<file path="src/rtl/z_pack_pkg.sv">
// Shared constants, entry layout and helpers for the z-bit packer.
// Optional macro: Z_BIT_PACKER_PARITY_EN adds a stored parity bit per entry.
package z_pack_pkg;

    localparam int DEFAULT_WORD_W     = 8;
    localparam int DEFAULT_FIFO_DEPTH = 4;

    // Width needed to hold a bit count in the range 0..word_w inclusive.
    function automatic int len_width(input int word_w);
        return $clog2(word_w + 1);
    endfunction

    localparam int DEFAULT_LEN_W = $clog2(DEFAULT_WORD_W + 1);

    // Entry layout for the default configuration; parameterised builds
    // declare the same layout with their own widths.
    typedef struct packed {
        logic [DEFAULT_WORD_W-1:0] data;
        logic [DEFAULT_LEN_W-1:0]  len;
`ifdef Z_BIT_PACKER_PARITY_EN
        logic                      parity;
`endif
    } z_pack_entry_t;

endpackage

</file>
<file path="src/rtl/z_pack_fifo.sv">
// Small register-based FIFO parameterised on entry type and depth.
// Head entry is read straight from storage so it is visible the cycle
// after a push into an empty FIFO. A push while full is accepted only
// when a pop happens in the same cycle.
module z_pack_fifo #(
    parameter type entry_t = logic [7:0],
    parameter int  DEPTH   = 4
) (
    input  logic                       clk,
    input  logic                       rst,
    input  logic                       push,
    input  entry_t                     push_data,
    input  logic                       pop,
    output entry_t                     pop_data,
    output logic                       full,
    output logic                       empty,
    output logic [$clog2(DEPTH+1)-1:0] count
);

    localparam int PTR_W = $clog2(DEPTH);
    localparam int CNT_W = $clog2(DEPTH + 1);

    entry_t             mem [DEPTH];
    logic [PTR_W-1:0]   wr_ptr_reg;
    logic [PTR_W-1:0]   rd_ptr_reg;
    logic [CNT_W-1:0]   count_reg;
    logic               wr_en;
    logic               rd_en;

    assign empty    = (count_reg == '0);
    assign full     = (count_reg == CNT_W'(DEPTH));
    assign rd_en    = pop && !empty;
    assign wr_en    = push && (!full || rd_en);
    assign pop_data = mem[rd_ptr_reg];
    assign count    = count_reg;

    // Storage: cleared on reset so the head reads as zero when empty.
    always_ff @(posedge clk or posedge rst) begin
        if (rst) begin
            for (int i = 0; i < DEPTH; i++) begin
                mem[i] <= '0;
            end
        end else if (wr_en) begin
            mem[wr_ptr_reg] <= push_data;
        end
    end

    // Pointers and occupancy; pointers wrap naturally (depth is 2^n).
    always_ff @(posedge clk or posedge rst) begin
        if (rst) begin
            wr_ptr_reg <= '0;
            rd_ptr_reg <= '0;
            count_reg  <= '0;
        end else begin
            if (wr_en) begin
                wr_ptr_reg <= wr_ptr_reg + PTR_W'(1);
            end
            if (rd_en) begin
                rd_ptr_reg <= rd_ptr_reg + PTR_W'(1);
            end
            case ({wr_en, rd_en})
                2'b10:   count_reg <= count_reg + CNT_W'(1);
                2'b01:   count_reg <= count_reg - CNT_W'(1);
                default: count_reg <= count_reg;
            endcase
        end
    end

endmodule

</file>
<file path="src/rtl/z_bit_packer.sv">
// Packs a qualified stream of z bits LSB-first into WORD_W-bit words,
// buffers them in a FIFO and presents them on a valid/ready interface.
// Partial words can be flushed; dropped words set a sticky overflow flag.
// Optional macro: Z_BIT_PACKER_PARITY_EN adds out_parity (XOR of out_data).
module z_bit_packer
    import z_pack_pkg::*;
#(
    parameter int WORD_W     = DEFAULT_WORD_W,
    parameter int FIFO_DEPTH = DEFAULT_FIFO_DEPTH
) (
    input  logic                            clk,
    input  logic                            reset,
    input  logic                            in_valid,
    input  logic                            in_bit,
    input  logic                            flush,
    output logic                            out_valid,
    input  logic                            out_ready,
    output logic [WORD_W-1:0]               out_data,
    output logic [$clog2(WORD_W+1)-1:0]     out_len,
`ifdef Z_BIT_PACKER_PARITY_EN
    output logic                            out_parity,
`endif
    output logic [$clog2(FIFO_DEPTH+1)-1:0] fill_cnt,
    output logic                            overflow
);

    localparam int LEN_W  = len_width(WORD_W);
    localparam int CNT_W  = $clog2(WORD_W);
    localparam int FILL_W = $clog2(FIFO_DEPTH + 1);

    typedef struct packed {
        logic [WORD_W-1:0] data;
        logic [LEN_W-1:0]  len;
`ifdef Z_BIT_PACKER_PARITY_EN
        logic              parity;
`endif
    } entry_t;

    typedef enum logic {
        ST_IDLE,
        ST_FILL
    } pack_state_t;

    pack_state_t       state_reg;
    pack_state_t       state_next;
    logic [CNT_W-1:0]  bit_cnt_reg;
    logic [CNT_W-1:0]  bit_cnt_next;
    logic [WORD_W-1:0] shreg_reg;
    logic [WORD_W-1:0] shreg_next;
    logic              overflow_reg;

    logic [WORD_W-1:0] word_bits;
    logic [LEN_W-1:0]  word_len;
    logic              word_done;
    logic              push_req;
    entry_t            push_entry;
    entry_t            head_entry;
    logic              fifo_full;
    logic              fifo_empty;
    logic              pop;
    logic [FILL_W-1:0] fifo_count;

    // Packing state register: state, bit counter and shift register.
    always_ff @(posedge clk or posedge reset) begin
        if (reset) begin
            state_reg   <= ST_IDLE;
            bit_cnt_reg <= '0;
            shreg_reg   <= '0;
        end else begin
            state_reg   <= state_next;
            bit_cnt_reg <= bit_cnt_next;
            shreg_reg   <= shreg_next;
        end
    end

    // Next-state logic: merge the incoming bit, decide whether a word is
    // pushed (full word or flush), and restart cleanly in the same cycle.
    always_comb begin
        word_bits    = (state_reg == ST_FILL) ? shreg_reg : '0;
        word_len     = LEN_W'(bit_cnt_reg);
        bit_cnt_next = bit_cnt_reg;
        shreg_next   = shreg_reg;
        state_next   = state_reg;

        if (in_valid) begin
            word_bits = word_bits | (WORD_W'(in_bit) << bit_cnt_reg);
            word_len  = word_len + LEN_W'(1);
        end

        word_done = in_valid && (bit_cnt_reg == CNT_W'(WORD_W - 1));
        push_req  = word_done || (flush && (word_len != '0));

        if (push_req) begin
            bit_cnt_next = '0;
            shreg_next   = '0;
        end else if (in_valid) begin
            bit_cnt_next = bit_cnt_reg + CNT_W'(1);
            shreg_next   = word_bits;
        end

        state_next = (bit_cnt_next == '0) ? ST_IDLE : ST_FILL;
    end

    // Entry assembled from the merged word; bits above len are already zero.
    always_comb begin
        push_entry      = '0;
        push_entry.data = word_bits;
        push_entry.len  = word_len;
`ifdef Z_BIT_PACKER_PARITY_EN
        push_entry.parity = ^word_bits;
`endif
    end

    assign pop = !fifo_empty && out_ready;

    z_pack_fifo #(
        .entry_t (entry_t),
        .DEPTH   (FIFO_DEPTH)
    ) u_fifo (
        .clk       (clk),
        .rst       (reset),
        .push      (push_req),
        .push_data (push_entry),
        .pop       (pop),
        .pop_data  (head_entry),
        .full      (fifo_full),
        .empty     (fifo_empty),
        .count     (fifo_count)
    );

    // Sticky overflow: set when a word is dropped, cleared only by reset.
    always_ff @(posedge clk or posedge reset) begin
        if (reset) begin
            overflow_reg <= 1'b0;
        end else if (push_req && fifo_full && !pop) begin
            overflow_reg <= 1'b1;
        end
    end

    assign out_valid = !fifo_empty;
    assign out_data  = head_entry.data;
    assign out_len   = head_entry.len;
`ifdef Z_BIT_PACKER_PARITY_EN
    assign out_parity = head_entry.parity;
`endif
    assign fill_cnt  = fifo_count;
    assign overflow  = overflow_reg;

endmodule

</file>
<file path="config.mk">
export PLATFORM = sky130hd
export DESIGN_NAME = z_bit_packer
export DESIGN_NICKNAME = d
export VERILOG_FILES = /design/src/rtl/z_pack_pkg.sv /design/src/rtl/z_pack_fifo.sv /design/src/rtl/z_bit_packer.sv
export SDC_FILE = /design/constraint.sdc
export NUM_CORES = 1
export LEC_CHECK = 0
export CORE_MARGIN = 1
export CORE_UTILIZATION = 53
export DETAILED_ROUTE_END_ITERATION = 12
export PLACE_DENSITY = 0.76
export SLEW_MARGIN = 20
export SYNTH_ARGS = -nofsm -noshare
export SYNTH_HDL_FRONTEND = slang
export SYNTH_SLANG_ARGS = --single-unit
</file>
<file path="constraint.sdc">
create_clock -name clk -period 2.7 [get_ports clk]
set_input_delay 0.54 -clock clk [delete_from_list [all_inputs] [get_ports clk]]
set_output_delay 0.54 -clock clk [all_outputs]
set_load 0.1 [all_outputs]
</file>
Word level (Yosys, flattened, before mapping). Index checks and enable logic that the tools add are counted.

Shift-type cells: 1. Bitwise gates (word level): 3. $lt $le $gt $ge: 3. Mux-type cells: 15. Reductions and logical operators: 18. $add $sub $neg: 6. Equality and inequality tests: 4.

Operators by type and width (count): 48-bit bitwise mux (1); 12-bit 2-to-1 mux (3); 8-bit 2-to-1 mux (4); 12-bit binary-select mux with 2-bit select (1); 12-bit demux with 2-bit select (1); 1-bit logical AND (8); 8-bit bitwise OR (1); 1-bit by 3-bit left shift with 8-bit output (1); 3-bit by 1-bit adder with 3-bit output, second input constant (2); 3-bit == test, second input constant (2); 3-bit >= comparator, second input constant (2); 3-bit zero test (2); 3-bit 2-to-1 mux (2); 2-bit inverter with 3-bit output (2); 3-bit case mux with 2 select lines (1); 2-bit by 1-bit adder with 2-bit output, second input constant (2); 3-bit by 1-bit adder with 4-bit output, second input constant (1); 4-bit 2-to-1 mux (1); 2-bit nonzero test (2); 4-bit nonzero test (1); 1-bit zero test (3); 3-bit by 1-bit < comparator with 1-bit output, second input constant (1); 3-bit by 1-bit subtractor with 3-bit output, second input constant (1); 2-bit by 1-bit == test with 1-bit output, second input constant (1); 3 further kinds (4).

Register bits: 68. Output and inout bits: 17. Input port bits: 6.

Depth between registers and ports, before layout. Gate-level depths: netlist of the first run.

Depth after elaboration: 8. Depth in mapped cells: 13. Gate-level depth less buffers: 11.

Cells and area by module. From an unflattened synthesis of the first run, not the netlist that was laid out.

Cell total of the unflattened synthesis: 247. Area, all modules: 3323.2 um2.

Modules (own cells, without submodules): z_pack_fifo (seq. area each 1376.3 um2, area each 2508.7 um2, cells an instance 157, instances 1); z_bit_packer (seq. area each 325.3 um2, area each 814.5 um2, cells an instance 90, instances 1).

Worst setup path before layout of the first run. OpenSTA, ideal clock, no wires.

Path kind: reg-to-reg. Start point: register u_fifo.count_reg[0], in the netlist u_fifo.count[0]. End point: register u_fifo.count_reg[2], in the netlist u_fifo.count[2]. Path slack: -0.442 ns. Buffers on the path: 0. Cell stages (with the launch flop): 9. Period minus slack after synthesis: 3.142 ns. Arrival time: 2.980 ns. Cells stage by stage: dfrtp_1 > or3_1 > and2_1 > ha_1 > inv_1 > fa_1 > xor2_1 > nor2_1 > xor2_1.

Longest elaborated chain between the ends: 8. Elaborated cells between the ends (all ways): 14.

RTL lines: start: declaration (RTL line z_pack_fifo.sv:26) `logic [CNT_W-1:0] count_reg;`; start signal: assignment (RTL line z_pack_fifo.sv:62) `2'b10: count_reg <= count_reg + CNT_W'(1);`; start signal: assignment (RTL line z_pack_fifo.sv:63) `2'b01: count_reg <= count_reg - CNT_W'(1);`; start signal: assignment (RTL line z_pack_fifo.sv:64) `default: count_reg <= count_reg;`; 3-bit zero test (*) (RTL line z_pack_fifo.sv:30) `assign empty = (count_reg == '0);`; 1-bit zero test (*); named net out_valid (RTL line z_bit_packer.sv:16) `output logic out_valid,`; 1-bit logical AND (RTL line z_bit_packer.sv:114) `assign pop = !fifo_empty && out_ready;`; 1-bit logical AND (*) (RTL line z_pack_fifo.sv:32) `assign rd_en = pop && !empty;`; named net u_fifo.rd_en (RTL line z_pack_fifo.sv:28) `logic rd_en;`; 1-bit logical OR (RTL line z_pack_fifo.sv:33) `assign wr_en = push && (!full || rd_en);`; 1-bit logical AND (RTL line z_pack_fifo.sv:33); 2-bit by 1-bit == test with 1-bit output or 2-bit == test (tied branches) (RTL line z_pack_fifo.sv:61) `case ({wr_en, rd_en})`; 3-bit case mux with 2 select lines or 2-bit nonzero test (tied branches).

Mark *: on every way through the listed nets, which the timed path passes. The rest lies on a longest branch. A chain may end at the register's enable or synchronous reset.

Final worst setup path of the first run.
Start point: register bit_cnt_reg[0]. End point: register u_fifo.mem[10] in the netlist's numbering.

Longest elaborated chain between the ends: 6. Elaborated cells between the ends (all ways): 12.

RTL lines: start: declaration (RTL line z_bit_packer.sv:46) `logic [CNT_W-1:0] bit_cnt_reg;`; start signal: assignment (RTL line z_bit_packer.sv:71) `bit_cnt_reg <= bit_cnt_next;`; 3-bit by 1-bit adder with 4-bit output (RTL line z_bit_packer.sv:87) `word_len = word_len + LEN_W'(1);`; 4-bit 2-to-1 mux (RTL line z_bit_packer.sv:85) `if (in_valid) begin`; 4-bit nonzero test (RTL line z_bit_packer.sv:91) `push_req = word_done || (flush && (word_len != '0));`; 1-bit logical AND (RTL line z_bit_packer.sv:91); 1-bit logical OR (RTL line z_bit_packer.sv:91); 1-bit logical AND (RTL line z_pack_fifo.sv:33); end signal: indexed assignment (RTL line z_pack_fifo.sv:44) `mem[wr_ptr_reg] <= push_data;`; end: declaration (RTL line z_pack_fifo.sv:23) `entry_t mem [DEPTH];`.

Several ways; a longest one is shown, not always the timed one.

==> results of run 1 <==
-- final cells by class --
cell class,count,area share
multi-input combinational,182,0.3559
sequential,68,0.4331
clock buffer,13,0.03781
tap,75,0.02383
inverter,8,0.007626
clock inverter,2,0.008897
timing repair buffer,48,0.1328
-- path summary, 6_finish.rpt --
path                                         to           start  cells past startpoint  slack, ps
worst max register to register   u_fifo.mem[10]  bit_cnt_reg[0]                      7        170
worst min register to register         overflow        overflow                      1        470
worst min-delay path                   overflow        overflow                      1        470
max in group asynchronous       u_fifo.count[2]           reset                      3       1720
worst max-delay path             u_fifo.mem[10]  bit_cnt_reg[0]                      7        170
min in group asynchronous        u_fifo.mem[26]           reset                      3        610
-- cell usage in the layout (no fill, tap or decap), types with 2 or more instances in the layout --
cell,Yosys,layout
ha_1,7,7
a22oi_1,4,4
and2_1,4,4
and2b_1,2,2
clkdlybuf4s50_1,0,5
a21oi_1,80,80
buf_4,0,31
buf_12,0,12
xnor2_1,4,4
clkbuf_1,5,3
mux4_2,12,12
a22o_1,4,4
xor2_1,3,3
nand2_1,15,15
clkbuf_8,0,10
nor2_1,6,6
dfrtp_1,68,65
and2_4,2,2
mux2i_1,3,3
dfrtp_2,0,3
a21oi_2,8,8
a32oi_1,5,5
o31ai_1,8,8
inv_1,8,7
-- cells by family (layout without fill, tap and decap cells) --
| logic type | count (synthesis) | after routing | synth area share |
|---|---|---|---|
| adders and majority gates | 8 | 8 | 0.03249 |
| AOI/OAI and AO/OA | 116 | 116 | 0.2157 |
| buffers and inverters | 31 | 71 | 0.06800 |
| and+or+nand+nor | 36 | 36 | 0.06082 |
| xor gates and xnor gates | 7 | 7 | 0.01851 |
| muxes | 15 | 15 | 0.09067 |
| DFF | 68 | 68 | 0.5138 |
-- per-stage QoR --
stage / hold WS (ps) / utilization / worst slack [ps] / instances / TNS (ps)
floorplan: 448.1 / - / 0.2811 / 281 / 0
global placement: 445.9 / 0.6266 / -7.937 / 381 / -9.979
detailed placement: 455.0 / 0.6266 / -98.55 / 381 / -693.8
CTS: 469.9 / 0.6573 / 178.3 / 396 / 0
global route: 504.8 / 0.6573 / 26.91 / 396 / 0
finish: 467.8 / 0.6573 / 166.5 / 396 / 0
-- routing by layer --
metal | up-vias | share of wire | GRT usage
met1 | 1160 | 0.45 | 0.3555
met4 | 0 | 0.014 | 0.1214
met2 | 85 | 0.47 | 0.3555
met5 | - | 0 | 0
met3 | 11 | 0.068 | 0.05393
li1 | 1096 | - | -
-- synthesized netlist by cell type (2+ instances only) --
master    number
xor2_1         3
and2b_1        2
a22oi_1        4
clkbuf_1       5
and2_4         2
nand2_1       15
a32oi_1        5
a21oi_2        8
inv_1          8
a21oi_1       80
a22o_1         4
and2_1         4
buf_6         13
dfrtp_1       68
buf_2          4
o31ai_1        8
ha_1           7
mux2i_1        3
xnor2_1        4
nor2_1         6
mux4_2        12
==> results.toml, run 1 <==
[outcome]
status = "finished clean"

[run]
maxCapViolCount = 0

[yosys]
yosysUniqueCellTypes = 37
yosysTopAreaCellShare = 0.5138
synth-edff-count = 0
syn_area_per_cell_um2 = 11.79
async_flop_share = 1.000
ys.flop_type = "dfrtp_1"
postSynthRegisterBits = 68
ys_seq_area_frac = 0.5138
yosysWarningCount = 0
netlist_area_mm2 = 0.003312
synth_area_leaders = "dfrtp_1 51%, a21oi_1 12%, mux4_2 8.2%"
syn-num-nets = 295
yosysTopAreaCell = "dfrtp_1"
synth_cells = 281

[sta]
slew-limit-headroom = 0.3742
finalHoldViolations = 0
setup_viol = 0
post-route-period-util = 0.9383
skew_ps = 11.44
grt_setup_unrepaired = "false"
slew_viol_final = 0
tightest_slew_ps = 932.4
fmax_mhz = 394.7
min_period_ps = 2533

[clock_network]
cts_tree = "built"
htree_levels = 3
post_cts_buffers = 0
cts_root_buffer = "clkbuf_8"
cts_sinks = 68
clk-insertion-delay-late_ps = 350
clock_tree.buffer_depth = 2
numCtsBuffers = 9
postCtsHoldBufs = 0
cts_resized = 0
clkTransAtPathRegs_ps = 70

[worst_setup_path]
cp_num_buf_inv = 1
cp_max_fo = 56
crit_required_ps = 2900
crit_path_top_delay_cell = "buf_4"
max_stage_delay_ps = 500
crit_chain = "ha_1 -> ha_1 -> and4bb_2 -> a221oi_4 -> buf_4 -> and2_4 -> a21oi_1"
cpMostUsedCell = "ha_1"
cp-start-kind = "flop"
arrival_ps = 2740
end_kind = "flop"
crit_type = "flop to flop"
critPathTopFamily = "simple AND/OR/NAND/NOR gates"

[floorplan]
ios = 23
die_x_um = 81.05
die_h_um = 81.05
core_mm2 = 0.005991
start_util = 0.5528
rows = 28
die_area_mm2 = 0.006569

[detailed_routing]
vias = 2352
drtIter0Drc = 218
ant_nets = 0
viasPerCell = 5.939
firstDrtPassIters = 4
post_drt_wl_per_cell_um = 17.94
finalWirelength_mm = 7.103
post-route-drc-count = 0

[placed_design]
placed_cell_area_mm2 = 0.003754
gp_congestion = 0.8164
io_buffer_count = 22
dp_hpwl_mm = 4.735

[global_routing]
antenna_found_initial = 0
grt_max_degree = 57
grt_use_total = 0.2476
grt_pass1_vias = 2327
grt_pass1_wl_mm = 11.73
grt.overflow.total = 0

[finish]
fill_cells = 423
multi_input_area_mm2 = 0.001401
antenna_cells = 0
post-route-cell-area_mm2 = 0.003938
drive_above_1_share = 0.2773
fin_nets = 331
syn_to_final_growth_pct = 18.89
ff_latch_area_mm2 = 0.001705
largest_reg_flops = 48

[worst_hold_path]
hold_class = "flop to flop"
Power of run 1 is not shown: default switching activity piles up to over one toggle a cycle in this logic, so the estimate is an artifact.
==> run 2, diff against run 1 <==
==> constraint.sdc (replaced) <==
create_clock -name clk -period 2.2 [get_ports clk]
set_input_delay 0.44 -clock clk [delete_from_list [all_inputs] [get_ports clk]]
set_output_delay 0.44 -clock clk [all_outputs]
set_load 0.1 [all_outputs]
==> results.toml, run 2 (synthesized netlist as in run 1, its figures left out) <==
[finish]
syn_to_final_growth_pct = 40.31
largest_reg_flops = 48
drive_above_1_share = 0.5187
antenna_cells = 0
layout_common_cells = "62 x dfrtp_1, 51 x a21oi_2, 33 x buf_4"
fin_nets = 356
fill_cells = 306
mostFrequentLayoutCell = "dfrtp_1"

[clock_network]
numCtsBuffers = 9
clkTransAtPathRegs_ps = 80
cts_tree = "built"
cts_root_buffer = "clkbuf_8"
htree_levels = 3
clk-insertion-delay-late_ps = 350
clock_tree.buffer_depth = 2
postCtsHoldBufs = 0
cts_sinks = 68

[detailed_routing]
viasPerCell = 6.690
finalWirelength_mm = 10.30
firstDrtPassIters = 5
ant_nets = 0
post-route-drc-count = 0
vias = 2823
post_drt_wl_per_cell_um = 24.41
drtIter0Drc = 303

[worst_setup_path]
max_stage_delay_ps = 420
end_kind = "flop"
crit_type = "flop to flop"
cp-start-kind = "flop"
crit_path_top_delay_cell = "dfrtp_1"
cpMostUsedCell = "ha_4"
cp_max_fo = 2
arrival_ps = 2600
crit_chain = "ha_4 -> ha_4 -> and4bb_2 -> a221oi_4 -> inv_2 -> ha_4 -> inv_2 -> fa_2 -> xor2_1 -> nor2_1 -> xor2_1"
cp_num_buf_inv = 2
crit_required_ps = 2430
critPathTopFamily = "adder cells"

[sta]
timing.final.ws_setup_ps = -176.1
min_period_ps = 2376
post-route-period-util = 1.080
slew_viol_final = 0
skew_ps = 13.18
fmax_mhz = 420.9
setup_tns_ps = -4560
grt_setup_unrepaired = "true"
slew-limit-headroom = 0.3419
tightest_slew_ps = 987.2
setup_viol = 50
finalHoldViolations = 0

[floorplan]
die_h_um = 81.05
start_util = 0.5528
core_mm2 = 0.005991
rows = 28
die_x_um = 81.05
ios = 23
die_area_mm2 = 0.006569

[outcome]
failed_checks = "negative setup slack"
status = "finished, violations left"

[placed_design]
io_buffer_count = 22
gp_congestion = 0.8022
dp_hpwl_mm = 4.984

[global_routing]
grt_use_total = 0.2738
grt_max_degree = 69
grt_pass1_vias = 2568
grt.overflow.total = 0
grt_pass1_wl_mm = 13.10
antenna_found_initial = 0

[run]
maxCapViolCount = 0

[worst_hold_path]
hold_class = "primary input to async pin"
==> run 2: path summary, 6_finish.rpt <==
check	startpoint	to	slack, ps	depth (start not counted)
worst max-delay path	bit_cnt_reg[1]	u_fifo.count[2]	-180	11
worst min-delay path	reset	u_fifo.mem[3]	490	3
worst max register to register	bit_cnt_reg[1]	u_fifo.count[2]	-180	11
max in group asynchronous	reset	u_fifo.count[1]	1410	3
worst min register to register	overflow	overflow	490	1
min in group clk	overflow	overflow	490	1
==> run 2: worst min-delay path: stages <==
cell and delay [ps]:
clkdlybuf4s50_1 410, inv_2 70, buf_12 310
==> run 2: per-stage QoR <==
stage | area [um2] | worst slack (ps) | hold WS [ps] | std cells | utilization
after floorplan | 3362 | -363.7 | 448.1 | 281 | -
after global placement | 3887 | -388.4 | 446.0 | 390 | 0.6489
after detailed placement | 3887 | -480.5 | 458.1 | 390 | 0.6489
after CTS | 4169 | -141.6 | 484.0 | 410 | 0.6959
after global routing | 4647 | -266.6 | 512.5 | 422 | 0.7757
final | 4647 | -176.1 | 487.4 | 422 | 0.7757
==> run 2: repair_timing <==
action / in CTS / in global routing
setup buffers: 1 / 5
gates cloned: 3 / 7
gates resized for setup: 7 / 78
pin swaps: 3 / 32
setup endpoints to repair: 70 / 46
==> run 2: final cells by class <==
class,count,area [um2],share of cell area
Inverter,8,30.03,0.006462
Multi-Input combinational cell,184,1704,0.3667
Clock inverter,3,45.04,0.009693
Timing Repair Buffer,71,905.9,0.1949
Sequential cell,68,1709,0.3678
Clock buffer,13,158.9,0.03419
Tap cell,75,93.84,0.02019
==> run 2: metal layers <==
| metal | GRT usage | vias up | part of all wire |
|---|---|---|---|
| li1 | - | 1147 | - |
| met1 | 0.3753 | 1448 | 0.40 |
| met2 | 0.4261 | 178 | 0.48 |
| met3 | 0.04494 | 50 | 0.067 |
| met4 | 0.1339 | 0 | 0.049 |
| met5 | 0 | - | 0 |
Power of run 2 is left out for the same reason.
